**src/rtl/cpu_pkg.sv**
```systemverilog
// Shared CPU bus definitions: widths, bus FSM encodings, requester/grant codes.
package cpu_pkg;
   localparam int CPU_BITS = 8;
   localparam int STATE_W  = 2;

   typedef enum logic [STATE_W-1:0] {
      BUS_IDLE = 2'd0,
      BUS_ADDR = 2'd1,
      BUS_WAIT = 2'd2,
      BUS_DATA = 2'd3
   } bus_state_t;

   typedef enum logic {
      FETCH_ROM = 1'b0,
      FETCH_RAM = 1'b1
   } src_t;

   // Also used as bit positions in the one-hot grant vector.
   typedef enum logic {
      GRANT_IF  = 1'b0,
      GRANT_MEM = 1'b1
   } grant_t;
endpackage

```
**src/rtl/bus_sequencer_if.sv**
```systemverilog
// Requester handshakes plus external bus pins of the shared bus sequencer.
interface bus_sequencer_if #(parameter int BITS = 8);
   logic            if_req;
   logic [BITS-1:0] if_addr;
   logic            if_done;
   logic [BITS-1:0] if_rdata;
   logic            mem_req;
   logic            mem_we;
   logic [BITS-1:0] mem_addr;
   logic [BITS-1:0] mem_wdata;
   logic            mem_done;
   logic [BITS-1:0] mem_rdata;
   logic [BITS-1:0] bus_in;
   logic [BITS-1:0] bus_out;
   logic            rom_ram;
   logic            addr_data;
   logic            bus_we;
   logic            busy;

   modport master (
      output if_req, if_addr, mem_req, mem_we, mem_addr, mem_wdata, bus_in,
      input  if_done, if_rdata, mem_done, mem_rdata, bus_out, rom_ram, addr_data, bus_we, busy
   );

   modport slave (
      input  if_req, if_addr, mem_req, mem_we, mem_addr, mem_wdata, bus_in,
      output if_done, if_rdata, mem_done, mem_rdata, bus_out, rom_ram, addr_data, bus_we, busy
   );
endinterface

```
**src/rtl/rr_arbiter2.sv**
```systemverilog
// Two-way arbiter (fetch vs mem): alternating or mem-priority on conflict, one-hot grant.
module rr_arbiter2
   import cpu_pkg::*;
#(
   parameter int FAIR = 1
) (
   input  logic       clk,
   input  logic       reset,
   input  logic       req_if,
   input  logic       req_mem,
   input  logic       en,
   output logic [1:0] grant
);
   grant_t last_grant;

   always_comb begin
      grant = '0;
      if (req_if && req_mem) begin
         if ((FAIR != 0) && (last_grant == GRANT_MEM)) grant[GRANT_IF] = 1'b1;
         else                                          grant[GRANT_MEM] = 1'b1;
      end else if (req_if) begin
         grant[GRANT_IF] = 1'b1;
      end else if (req_mem) begin
         grant[GRANT_MEM] = 1'b1;
      end
   end

   always_ff @(posedge clk) begin
      if (reset)                last_grant <= GRANT_MEM;
      else if (en && (|grant))  last_grant <= grant[GRANT_MEM] ? GRANT_MEM : GRANT_IF;
   end
endmodule

```
**src/rtl/bus_sequencer.sv**
```systemverilog
// Arbitrates fetch and mem requesters onto the shared multiplexed bus and sequences
// ADDR -> WAIT x WAIT_CYCLES -> DATA, then pulses the winner's done for one cycle.
module bus_sequencer
   import cpu_pkg::*;
#(
   parameter int BITS        = CPU_BITS,
   parameter int WAIT_CYCLES = 1,
   parameter int FAIR        = 1
) (
   input  logic            clk,
   input  logic            reset,
   bus_sequencer_if.slave  bus
);
   localparam logic [1:0] WAIT_LAST = 2'(WAIT_CYCLES - 1);

   bus_state_t      state;
   logic [1:0]      wait_cnt;
   logic [BITS-1:0] addr_q;
   logic [BITS-1:0] wdata_q;
   logic            we_q;
   src_t            src_q;
   logic            if_done_q;
   logic            mem_done_q;
   logic [BITS-1:0] if_rdata_q;
   logic [BITS-1:0] mem_rdata_q;
   logic [1:0]      grant;
   logic            sample_en;

   // Skipping the done cycle lets a requester update or drop req before resampling.
   assign sample_en = (state == BUS_IDLE) && !if_done_q && !mem_done_q;

   rr_arbiter2 #(.FAIR(FAIR)) u_arb (
      .clk     (clk),
      .reset   (reset),
      .req_if  (bus.if_req),
      .req_mem (bus.mem_req),
      .en      (sample_en),
      .grant   (grant)
   );

   always_ff @(posedge clk) begin
      if (reset) begin
         state       <= BUS_IDLE;
         wait_cnt    <= '0;
         addr_q      <= '0;
         wdata_q     <= '0;
         we_q        <= 1'b0;
         src_q       <= FETCH_ROM;
         if_done_q   <= 1'b0;
         mem_done_q  <= 1'b0;
         if_rdata_q  <= '0;
         mem_rdata_q <= '0;
      end else begin
         if_done_q  <= 1'b0;
         mem_done_q <= 1'b0;
         case (state)
            BUS_IDLE: begin
               if (sample_en && grant[GRANT_MEM]) begin
                  addr_q  <= bus.mem_addr;
                  wdata_q <= bus.mem_wdata;
                  we_q    <= bus.mem_we;
                  src_q   <= FETCH_RAM;
                  state   <= BUS_ADDR;
               end else if (sample_en && grant[GRANT_IF]) begin
                  addr_q  <= bus.if_addr;
                  wdata_q <= '0;
                  we_q    <= 1'b0;
                  src_q   <= FETCH_ROM;
                  state   <= BUS_ADDR;
               end
            end
            BUS_ADDR: begin
               wait_cnt <= '0;
               state    <= (WAIT_CYCLES > 0) ? BUS_WAIT : BUS_DATA;
            end
            BUS_WAIT: begin
               if (wait_cnt == WAIT_LAST) state <= BUS_DATA;
               else                       wait_cnt <= wait_cnt + 2'd1;
            end
            BUS_DATA: begin
               if (!we_q) begin
                  if (src_q == FETCH_ROM) if_rdata_q  <= bus.bus_in;
                  else                    mem_rdata_q <= bus.bus_in;
               end
               if_done_q  <= (src_q == FETCH_ROM);
               mem_done_q <= (src_q == FETCH_RAM);
               state      <= BUS_IDLE;
            end
            default: state <= BUS_IDLE;
         endcase
      end
   end

   always_comb begin
      bus.bus_out = '0;
      case (state)
         BUS_ADDR:           bus.bus_out = addr_q;
         BUS_WAIT, BUS_DATA: bus.bus_out = we_q ? wdata_q : '0;
         default:            bus.bus_out = '0;
      endcase
   end

   assign bus.addr_data = (state == BUS_WAIT) || (state == BUS_DATA);
   assign bus.rom_ram   = (state != BUS_IDLE) && (src_q == FETCH_RAM);
   assign bus.bus_we    = (state == BUS_DATA) && we_q;
   assign bus.busy      = (state != BUS_IDLE);
   assign bus.if_done   = if_done_q;
   assign bus.mem_done  = mem_done_q;
   assign bus.if_rdata  = if_rdata_q;
   assign bus.mem_rdata = mem_rdata_q;
endmodule

```
**src/flat_wrapper.sv**
```systemverilog
// flat-port wrapper written by rule: the top's interface ports become plain ports
module bus_sequencer_flat import cpu_pkg::*;
#(
   parameter int BITS        = CPU_BITS,
   parameter int WAIT_CYCLES = 1,
   parameter int FAIR        = 1
)
  (clk, reset, bus_if_req, bus_if_addr, bus_mem_req, bus_mem_we, bus_mem_addr, bus_mem_wdata, bus_bus_in, bus_if_done, bus_if_rdata, bus_mem_done, bus_mem_rdata, bus_bus_out, bus_rom_ram, bus_addr_data, bus_bus_we, bus_busy);
  bus_sequencer_if #(.BITS(BITS)) bus_i ();
  input  logic clk;
  input  logic reset;
  input wire logic [$bits(bus_i.if_req)-1:0] bus_if_req;
  input wire logic [$bits(bus_i.if_addr)-1:0] bus_if_addr;
  input wire logic [$bits(bus_i.mem_req)-1:0] bus_mem_req;
  input wire logic [$bits(bus_i.mem_we)-1:0] bus_mem_we;
  input wire logic [$bits(bus_i.mem_addr)-1:0] bus_mem_addr;
  input wire logic [$bits(bus_i.mem_wdata)-1:0] bus_mem_wdata;
  input wire logic [$bits(bus_i.bus_in)-1:0] bus_bus_in;
  output wire logic [$bits(bus_i.if_done)-1:0] bus_if_done;
  output wire logic [$bits(bus_i.if_rdata)-1:0] bus_if_rdata;
  output wire logic [$bits(bus_i.mem_done)-1:0] bus_mem_done;
  output wire logic [$bits(bus_i.mem_rdata)-1:0] bus_mem_rdata;
  output wire logic [$bits(bus_i.bus_out)-1:0] bus_bus_out;
  output wire logic [$bits(bus_i.rom_ram)-1:0] bus_rom_ram;
  output wire logic [$bits(bus_i.addr_data)-1:0] bus_addr_data;
  output wire logic [$bits(bus_i.bus_we)-1:0] bus_bus_we;
  output wire logic [$bits(bus_i.busy)-1:0] bus_busy;
  assign bus_i.if_req = bus_if_req;
  assign bus_i.if_addr = bus_if_addr;
  assign bus_i.mem_req = bus_mem_req;
  assign bus_i.mem_we = bus_mem_we;
  assign bus_i.mem_addr = bus_mem_addr;
  assign bus_i.mem_wdata = bus_mem_wdata;
  assign bus_i.bus_in = bus_bus_in;
  assign bus_if_done = bus_i.if_done;
  assign bus_if_rdata = bus_i.if_rdata;
  assign bus_mem_done = bus_i.mem_done;
  assign bus_mem_rdata = bus_i.mem_rdata;
  assign bus_bus_out = bus_i.bus_out;
  assign bus_rom_ram = bus_i.rom_ram;
  assign bus_addr_data = bus_i.addr_data;
  assign bus_bus_we = bus_i.bus_we;
  assign bus_busy = bus_i.busy;
  bus_sequencer #(.BITS(BITS), .WAIT_CYCLES(WAIT_CYCLES), .FAIR(FAIR)) u_core (.clk(clk), .reset(reset), .bus(bus_i));
endmodule
```
**config.mk**
```make
export PLATFORM = sky130hd
export DESIGN_NAME = bus_sequencer_flat
export DESIGN_NICKNAME = d
export VERILOG_FILES = /design/src/rtl/cpu_pkg.sv /design/src/rtl/bus_sequencer_if.sv /design/src/rtl/rr_arbiter2.sv /design/src/rtl/bus_sequencer.sv /design/src/flat_wrapper.sv
export SDC_FILE = /design/constraint.sdc
export NUM_CORES = 1
export LEC_CHECK = 0
export CAP_MARGIN = 20
export CORE_MARGIN = 5
export CORE_UTILIZATION = 44
export DETAILED_ROUTE_END_ITERATION = 10
export PLACE_DENSITY = 0.89
export SYNTH_ARGS = -nofsm -noshare
export SYNTH_HDL_FRONTEND = slang
export SYNTH_SLANG_ARGS = --single-unit
```
**constraint.sdc**
```tcl
create_clock -name clk -period 1.9 [get_ports clk]
set_input_delay 0.285 -clock clk [delete_from_list [all_inputs] [get_ports clk]]
set_output_delay 0.285 -clock clk [all_outputs]
set_load 0.1 [all_outputs]
```
Yosys cells after proc, flatten, opt, wreduce, memory -nomap -nowiden
Index checks and enable logic that the tools add are counted.
Widths: inputs -> output; s select.

word-level totals
  register bits after elaboration = 41
  bits of input ports = 37
  logic and storage cells = 67

cells by class
  add/subtract/negate cells = 1
  equal/unequal tests = 6
  multiplexer cells = 22
  bitwise operators = 3
  reductions and logical operators = 24

operator list
  kind                 number
  $mux 8               5
  $pmux 8 s2           1
  $mux 2               5
  $mux 1               9
  $logic_and 1x1->1    8
  $pmux 2 s4           1
  $reduce_and 2->1     3
  $reduce_and 3->1     2
  $reduce_bool 2->1    3
  $reduce_or 2->1      3
  $eq 2x2->1 const B   2
  $logic_not 2->1      2
  $pmux 2 s2           1
  $ne 3x3->1 const B   1
  $not 1->1            3
  $add 2x1->2 const B  1
  $eq 2x1->1 const B   1
  $logic_not 1->1      2
  $ne 2x1->1 const B   1
  $ne 2x2->1 const B   1
  $logic_or 1x1->1     1

Logic depth before layout (Yosys ltp)
Gate-level depths: netlist of run 1.

  word-level depth = 7
  depth in mapped cells = 8
  gate-level depth less buffers = 6

Hierarchy
A second synthesis of run 1 with hierarchy kept.

unflattened totals
  cell total of the unflattened synthesis = 183
  area total of the unflattened synthesis = 1,767.9 sq um

modules (own cells, without submodules)
  module         times used  cells each  area an instance (sq um)  seq. area each (sq um)
  bus_sequencer  1           176         1,706.6                   800.8
  rr_arbiter2    1           7           61.3                      20.0

Least setup slack after synthesis of run 1
OpenSTA, ideal clock, no wires.

  path kind = flip-flop to output port
  start = register u_core.state[0]
  end = output port bus_bus_out[0]
  arrival time = 2.846 ns
  data required time = 1.615 ns
  path slack = -1.231 ns
  stages on the path, launching flop included = 8
  path through = dfxtp_1 -> inv_1 -> ha_1 -> or2_2 -> and2_1 -> clkbuf_1 -> a22oi_1 -> nor2_1

between the ends
  word-level cells in the longest chain between the ends = 3

RTL lines
  what                      line                 text
  start: declaration        bus_sequencer.sv:16  bus_state_t state;
  start signal: assignment  bus_sequencer.sv:74  state <= (WAIT_CYCLES > 0) ? BUS_WAIT : BUS_DATA;
  $eq 2x2->1                bus_sequencer.sv:96  case (state)
  $reduce_or 2->1           bus_sequencer.sv:96
  $pmux 8 s2 (*)            bus_sequencer.sv:96
  end: declaration          flat_wrapper.sv:23   output wire logic [$bits(bus_i.bus_out)-1:0] bus_bus_out;

Mark *: on every way between the ends. The rest lies on a longest branch, timed or not.

Final worst setup path of run 1
  start = register u_core.state[0]
  end = output port bus_bus_out[7]

The elaborated chain is that of the path after synthesis.

==> results of run 1 <==
-- registers in the layout, summed over array words and instances, names as in the netlist --
signal and cells:
u_core.addr_q 8, u_core.src_q 1, u_core.wait_cnt 2, u_core.state 2, u_core.bus.mem_rdata 8, u_core.bus.if_done 1
u_core.wdata_q 8, u_core.we_q 1, u_core.bus.mem_done 1, u_core.bus.if_rdata 8, u_core.u_arb.last_grant 1
-- Yosys cell counts, drive strengths merged (6+ instances only) --
cell,count
a21oi,12
a22oi,17
buf,7
clkbuf,6
dfxtp,41
ha,6
inv,6
mux2i,16
nand2,9
nor2,38
o221ai,8
-- worst max-delay path, delay by kind of cell, from the launching register on --
kind,cells,cell delay [ns]
AO/OA/AOI/OAI,1,0.19
buffers and inverters,2,0.22
flip-flops,1,0.38
AND/OR/NAND/NOR,3,0.49
adder cells (fa/ha/maj),1,0.16
-- stage by stage --
| stage | hold slack [ns] | area (um2) | TNS, ns | power (mW) | instances |
|---|---|---|---|---|---|
| finish | 0.471 | 3010 | -0.780 | 3.77 | 318 |
| global route | 0.504 | 3010 | -1.22 | 3.95 | 318 |
| CTS | 0.472 | 2950 | -0.922 | 3.66 | 315 |
| detailed placement | 0.451 | 2790 | 0 | 2.96 | 304 |
| global placement | 0.443 | 2790 | 0 | 2.92 | 304 |
| floorplan | 0.429 | 1930 | -1.66 | 2.37 | 187 |
-- layout by cell type, fill, tap and decap left out, types with 4 or more instances in the layout --
| cell | instances |
|---|---|
| sky130_fd_sc_hd__dfxtp_1 | 39 |
| sky130_fd_sc_hd__clkdlybuf4s50_1 | 36 |
| sky130_fd_sc_hd__buf_4 | 33 |
| sky130_fd_sc_hd__nor2_1 | 30 |
| sky130_fd_sc_hd__a22oi_2 | 17 |
| sky130_fd_sc_hd__buf_12 | 17 |
| sky130_fd_sc_hd__mux2i_1 | 16 |
| sky130_fd_sc_hd__a21oi_1 | 11 |
| sky130_fd_sc_hd__nand2_1 | 9 |
| sky130_fd_sc_hd__nor2_4 | 8 |
| sky130_fd_sc_hd__o221ai_1 | 8 |
| sky130_fd_sc_hd__clkbuf_8 | 6 |
| sky130_fd_sc_hd__inv_1 | 4 |
| sky130_fd_sc_hd__ha_4 | 4 |
-- worst paths after layout --
| path | end | cells past startpoint |
|---|---|---|
| min reg2reg | u_core.addr_q[6]$_SDFFE_PP0P_ | 2 |
| max | bus_bus_out[7] | 7 |
| min | u_core.addr_q[6]$_SDFFE_PP0P_ | 2 |
| max reg2reg | u_core.wdata_q[7]$_SDFFE_PP0P_ | 8 |
-- metal layers --
| layer | vias to the layer above | part of all wire, % |
|---|---|---|
| li1 | 820 | - |
| met1 | 801 | 41 |
| met2 | 67 | 47 |
| met3 | 8 | 11 |
| met4 | 0 | 1.2 |
| met5 | - | 0 |
-- power by group through the flow --
stage | Combinational [mW] | Clock, mW | Sequential [mW]
2_1_floorplan | 1.11 | 0 | 1.25
3_3_place_gp | 1.81 | 0 | 1.11
6_report | 2.06 | 0.600 | 1.11
3_5_place_dp | 1.84 | 0 | 1.12
5_1_grt | 2.16 | 0.661 | 1.13
4_1_cts | 1.93 | 0.615 | 1.11
-- timing repair --
action,in CTS,in global routing
pin swaps,8,12
gates resized for setup,11,3
setup endpoints to repair,8,24
buffers inserted,3,3
-- cells by family after synthesis --
kind of cell    synth area share (%)
fa+ha+maj                       4.13
buf+inv                         5.92
compound gates                  19.8
mux                             8.81
simple gates                    16.2
flops                           45.1
-- cell type report --
class	instances	area (um2)	area share (%)
clock inverter	2	13.8	0.457
tap	50	62.6	2.08
timing repair buffer	86	948	31.5
clock buffer	6	82.6	2.74
inverter	6	30.0	0.997
multi-input combinational	127	1050	34.8
sequential	41	826	27.4
==> Implementation_results.wiki, run 1 <==
{| class="wikitable"
! Metric !! Value
|-
| Synth top area share || 45.1%
|-
| Power per standard cell area || 1250 nW/um2
|-
| Worst-path cell with the longest stage delay || sky130_fd_sc_hd__dfxtp_4
|-
| Number of pins exceeding their max-slew limit in the final report || 0
|-
| Setup slack of the worst register-to-register path || 0.12 ns
|-
| Period minus WS final || 2.01 ns
|-
| Syn Inst Count || 187
|-
| EDFF count, synth || 0
|-
| Sort of element at the end of the critical path || output port
|-
| Worst slew pin tran || 0.512 ns
|-
| HPWL after detailed placement || 3.63 mm
|-
| Met1 Use GR || 22.6%
|-
| Final design utilization || 75.3%
|-
| Number of antenna cells inserted || 0
|-
| Clock insertion delay at the later pin of the skew report || around 0.3 ns
|-
| Cell taking the most area after synthesis || sky130_fd_sc_hd__dfxtp_1
|-
| Violations in the final reports || setup timing
|-
| Main synth FF type || sky130_fd_sc_hd__dfxtp_1
|-
| Clock Sinks || 41
|-
| Vias in the first global route || 1664
|-
| Setup repair after global routing missed its margin || yes
|-
| Period utilisation layout || 106%
|-
| Overall die height || approximately 74 um
|-
| Post-Syn Nets || 230
|-
| Headroom to the max-slew limit || 65.8%
|-
| Input/output buffers || 66
|-
| Maximum VDD drop || between 900 and 1000 uV
|-
| Data required time at the worst endpoint || ~1.6 ns
|-
| Skew final || 0.00641 ns
|-
| Wire length of the first global-routing pass || 7.94 mm
|-
| Busiest metal layer after global routing || met2
|-
| Final net count || 310
|-
| Clock buffer depth || 2
|-
| R2R Path Start || u_core.state[0]$_SDFFE_PP0P_
|-
| Total number of vias || between 1500 and 2000
|-
| Share of total power in sequential cells || 29.6%
|-
| Run status || finished with violations
|-
| Per-cell via count in the routed design || 5.33
|-
| Fraction of power spent switching nets || 43.0%
|-
| Filler Cell Count || around 270
|-
| DRT Pass-1 Iters || 4
|-
| M2 GR Usage || 30.3%
|-
| CP max stage delay || about 0.38 ns
|-
| Int Pwr || between 2 and 2.5 mW
|-
| Origin of the worst min-delay path || u_core.addr_q[6]$_SDFFE_PP0P_
|-
| Switching power || 1.62 mW
|-
| Final GP Congestion || 0.772
|-
| Worst Path Class, Setup || flip-flop to output port
|-
| Clk Tree Root Cell || sky130_fd_sc_hd__clkbuf_8
|-
| Worst Slack Setup Final || -0.114 ns
|-
| Grt total ovfl || 0
|-
| Flip-flop and latch count after synthesis || 41
|-
| Total wire length || 5.02 mm
|-
| Die Outline Area || ~5500 um2
|-
| Combinational group share of total power || between 50% and 60%
|-
| Part of the total power dissipated in the clock network || 15.9%
|-
| Share of synthesized flip-flops with an asynchronous set or reset || 0%
|-
| Number of different library cells in the post-synthesis netlist || 34
|-
| Cell types with the largest area share after synthesis || sky130_fd_sc_hd__dfxtp_1 45%, sky130_fd_sc_hd__mux2i_1 8.8%, sky130_fd_sc_hd__nor2_1 7.8%
|-
| DRC marker count from the first detailed-route iteration || 94
|-
| Critical-path maximum fanout || 8
|-
| Layout cells sized above 1 || between 30% and 40%
|-
| Highest attainable clock frequency || 0.496 GHz
|-
| Number of H-tree levels || 2
|-
| Met3 Usage GRT || 7.70%
|-
| Layout overhead on the synthesized area || 65.7%
|-
| Hold Violations, Final || 0
|-
| Die Span X || 74.3 um
|-
| Sequential fraction of the synthesis area || 45.1%
|-
| Netlist area before placement || 1820 um2
|-
| Number of hold buffers added after CTS || 0
|-
| Worst setup path startpoint || u_core.state[0]$_SDFFE_PP0P_
|-
| TritonCTS clock tree || done
|-
| Number of synthesis warnings || 0
|-
| Number of clock buffers inserted by TritonCTS || 5
|-
| Count of antenna-violating nets left after detailed routing || 0
|-
| Path class of the lowest-slack min-delay path || flip-flop to flip-flop
|-
| Number of cell rows || 23
|-
| Element type at the critical path start || flip-flop
|-
| Avg Cell Area, Syn || 9.72 um2
|-
| Worst slack at placement || 0.0407 ns
|-
| Initial core utilization || 45.4%
|-
| Leakage power summed over all cells || 1.17 nW
|-
| Final count of negative-setup-slack endpoints || 8
|-
| MaxCap Viol Count || 0
|-
| Crit path cell chain || inv_4 > ha_4 > or2_4 > and2_4 > a22oi_2 > nor2_4 > buf_12
|-
| Core outline area || 4000 um2
|-
| Total routing usage reported by global routing || 18.8%
|-
| Clock slew at the register clock pins of the worst setup and hold paths || 0.08 ns
|-
| Initial antenna violation count || 0
|-
| Number of DRC violations after detailed routing || 0
|-
| Endpoint arrival time on the critical path || 1.73 ns
|-
| Average wire length per cell after detail routing || around 16 um
|-
| Number of primary I/O pins || 67
|-
| Largest net degree at the start of global routing || 20
|}
No activity file was read; power rests on OpenSTA's default activity.
==> run 2, diff against run 1 <==
- CORE_UTILIZATION: 44 -> 47
- PLACE_DENSITY: 0.89 -> 0.82
- clock period: 1.9 -> 2.5 ns (I/O delays scaled with it)
==> run 2 against run 1 <==
Effect of this change:
- the run now ends clean
- sequential power down 25%
- first-iteration DRC count down 54%
- register-to-register slack better by 0.38 ns
==> Implementation_results.wiki, run 2 (synthesized netlist as in run 1, its figures left out) <==
{| class="wikitable"
! Metric !! Value
|-
| Run status || finished, final reports clean
|-
| Number of clock buffers inserted by TritonCTS || 5 (unchanged)
|-
| Critical-path maximum fanout || 8 (unchanged)
|-
| Data required time at the worst endpoint || 2.12 ns (+0.50 ns)
|-
| Element type at the critical path start || flip-flop
|-
| TritonCTS clock tree || done
|-
| Worst Path Class, Setup || flip-flop to output port
|-
| Total number of vias || 1579 (-6.9%)
|-
| Period minus WS final || 2.35 ns
|-
| Core outline area || 3720 um2 (-7.1%)
|-
| Headroom to the max-slew limit || 64.0% (-1.8 points)
|-
| Busiest metal layer after global routing || met2
|-
| Worst setup path startpoint || u_core.state[0]$_SDFFE_PP0P_
|-
| Endpoint arrival time on the critical path || 1.98 ns (+0.25 ns)
|-
| M2 GR Usage || 31.2% (+0.93 points)
|-
| Crit path cell chain || inv_1 > ha_1 > or2_2 > and2_2 > a22oi_2 > nor2_4 > buf_12
|-
| Per-cell via count in the routed design || 5.23 (-2.0%)
|-
| Commonest non-fill, non-tap cell in the layout || sky130_fd_sc_hd__dfxtp_1
|-
| Grt total ovfl || 0 (unchanged)
|-
| Number of cell rows || 22 (-4.3%)
|-
| Maximum VDD drop || 495 uV (-47%)
|-
| Final design utilization || 73.8% (-1.5 points)
|-
| Largest net degree at the start of global routing || 42 (+110%)
|-
| Clock Sinks || 41 (unchanged)
|-
| Number of antenna cells inserted || 0 (unchanged)
|-
| Vias in the first global route || 1709 (+2.7%)
|-
| Setup repair after global routing missed its margin || no
|-
| Total routing usage reported by global routing || 18.3% (-0.47 points)
|-
| Origin of the worst min-delay path || u_core.addr_q[4]$_SDFFE_PP0P_
|-
| Overall die height || 72.2 um (-2.8%)
|-
| Final count of negative-setup-slack endpoints || 0 (-8)
|-
| Initial antenna violation count || 0 (unchanged)
|-
| Initial core utilization || 48.9% (+3.5 points)
|-
| Worst Slack Setup Final || 0.149 ns (+0.264 ns)
|-
| Number of DRC violations after detailed routing || 0 (unchanged)
|-
| Clock slew at the register clock pins of the worst setup and hold paths || 0.07 ns (about the same)
|-
| Layout overhead on the synthesized area || 50.9%
|-
| MaxCap Viol Count || 0 (unchanged)
|-
| Number of primary I/O pins || 67 (unchanged)
|-
| Total negative setup slack || 0 ns (+0.780 ns)
|-
| Final GP Congestion || 0.735 (-4.9%)
|-
| Path class of the lowest-slack min-delay path || flip-flop to flip-flop
|-
| Die Outline Area || 5210 um2 (-5.5%)
|-
| Clk Tree Root Cell || sky130_fd_sc_hd__clkbuf_8
|-
| Layout cells sized above 1 || 29.9% (-6.6 points)
|-
| Sort of element at the end of the critical path || output port
|-
| Clock insertion delay at the later pin of the skew report || 0.29 ns (about the same)
|-
| HPWL after detailed placement || 3.28 mm (-9.8%)
|-
| Worst slew pin tran || 0.538 ns (+0.0263 ns)
|-
| Number of hold buffers added after CTS || 0 (unchanged)
|-
| Count of antenna-violating nets left after detailed routing || 0 (unchanged)
|-
| Met1 Use GR || 22.1% (-0.53 points)
|-
| Leakage power summed over all cells || 1.08 nW (-7.7%)
|-
| Commonest non-fill, non-tap cells in the layout || 40 x sky130_fd_sc_hd__dfxtp_1, 36 x sky130_fd_sc_hd__clkdlybuf4s50_1, 30 x sky130_fd_sc_hd__nor2_1
|-
| Highest attainable clock frequency || between 0.4 and 0.5 GHz
|-
| DRT Pass-1 Iters || 5 (+1)
|-
| Filler Cell Count || 275 (+1.5%)
|-
| Period utilisation layout || 94.0%
|-
| Hold Violations, Final || 0 (unchanged)
|-
| Clock buffer depth || 2 (unchanged)
|-
| Number of pins exceeding their max-slew limit in the final report || 0 (unchanged)
|-
| Input/output buffers || 66 (unchanged)
|-
| Wire length of the first global-routing pass || 7.69 mm (-3.1%)
|-
| R2R Path Start || u_core.state[1]$_SDFFE_PP0P_
|-
| Final net count || 296 (-4.5%)
|-
| Total wire length || 4.39 mm (-12%)
|-
| Number of H-tree levels || 2 (unchanged)
|-
| Average wire length per cell after detail routing || 14.5 um (-7.7%)
|-
| Skew final || 0.00528 ns (-0.00112 ns)
|-
| Power per standard cell area || 938 nW/um2 (-25%)
|-
| PnR Total Power || 2.57 mW (-32%)
|-
| Met3 Usage GRT || 6.23% (-1.5 points)
|-
| Die Span X || 72.2 um (-2.8%)
|-
| DRC marker count from the first detailed-route iteration || 43 (-54%)
|-
| Worst slack at placement || 0.316 ns (+0.275 ns)
|-
| CP max stage delay || 0.36 ns (-0.02 ns)
|-
| Worst-path cell with the longest stage delay || sky130_fd_sc_hd__dfxtp_2
|}
[run 2: cell type report]
type,instances,area [um2],share of cell area (%)
Tap cell,48,60.1,2.19
Clock buffer,7,86.3,3.15
Timing Repair Buffer,72,731,26.6
Clock inverter,1,30.0,1.09
Sequential cell,41,822,30.0
Multi-Input combinational cell,127,991,36.1
Inverter,6,22.5,0.821
[run 2: critical path, delay by kind of cell (launching register included)]
| kind | cells | cell delay (ns) |
|---|---|---|
| flops | 1 | 0.36 |
| fa+ha+maj | 1 | 0.25 |
| compound gates | 1 | 0.20 |
| buf+inv | 2 | 0.25 |
| simple gates | 3 | 0.64 |
[run 2: stage by stage]
stage	std cells	hold WS, ns	area, um2
5_1_grt	302	0.498	2740
3_3_place_gp	294	0.445	2580
6_report	302	0.471	2740
4_1_cts	302	0.462	2700
2_1_floorplan	187	0.437	1880
3_5_place_dp	294	0.451	2580
[run 2: repair_timing]
item,4_1_cts,5_1_grt
setup endpoints to repair,0,8
gates resized for setup,0,10
setup buffers,0,0
[run 2: worst paths after layout]
check             cells past startpoint                             end  slack (ns)
hold / removal                        2   u_core.addr_q[4]$_SDFFE_PP0P_        0.47
hold reg to reg                       2   u_core.addr_q[4]$_SDFFE_PP0P_        0.47
setup / recovery                      7                  bus_bus_out[6]        0.15
setup reg to reg                      7  u_core.wdata_q[1]$_SDFFE_PP0P_        0.50
[run 2: metal layers]
metal	wire [um]	vias to the layer above
li1	-	792
met1	1870	722
met2	2030	60
met3	453	5
met4	34	0
met5	0	-
[run 2: where the power goes]
part           switching [mW]  internal [mW]  leakage, nW  total (mW)
registers              0.0759          0.754        0.334       0.830
logic                   0.807          0.400        0.688        1.21
clock network           0.210          0.325       0.0585       0.535
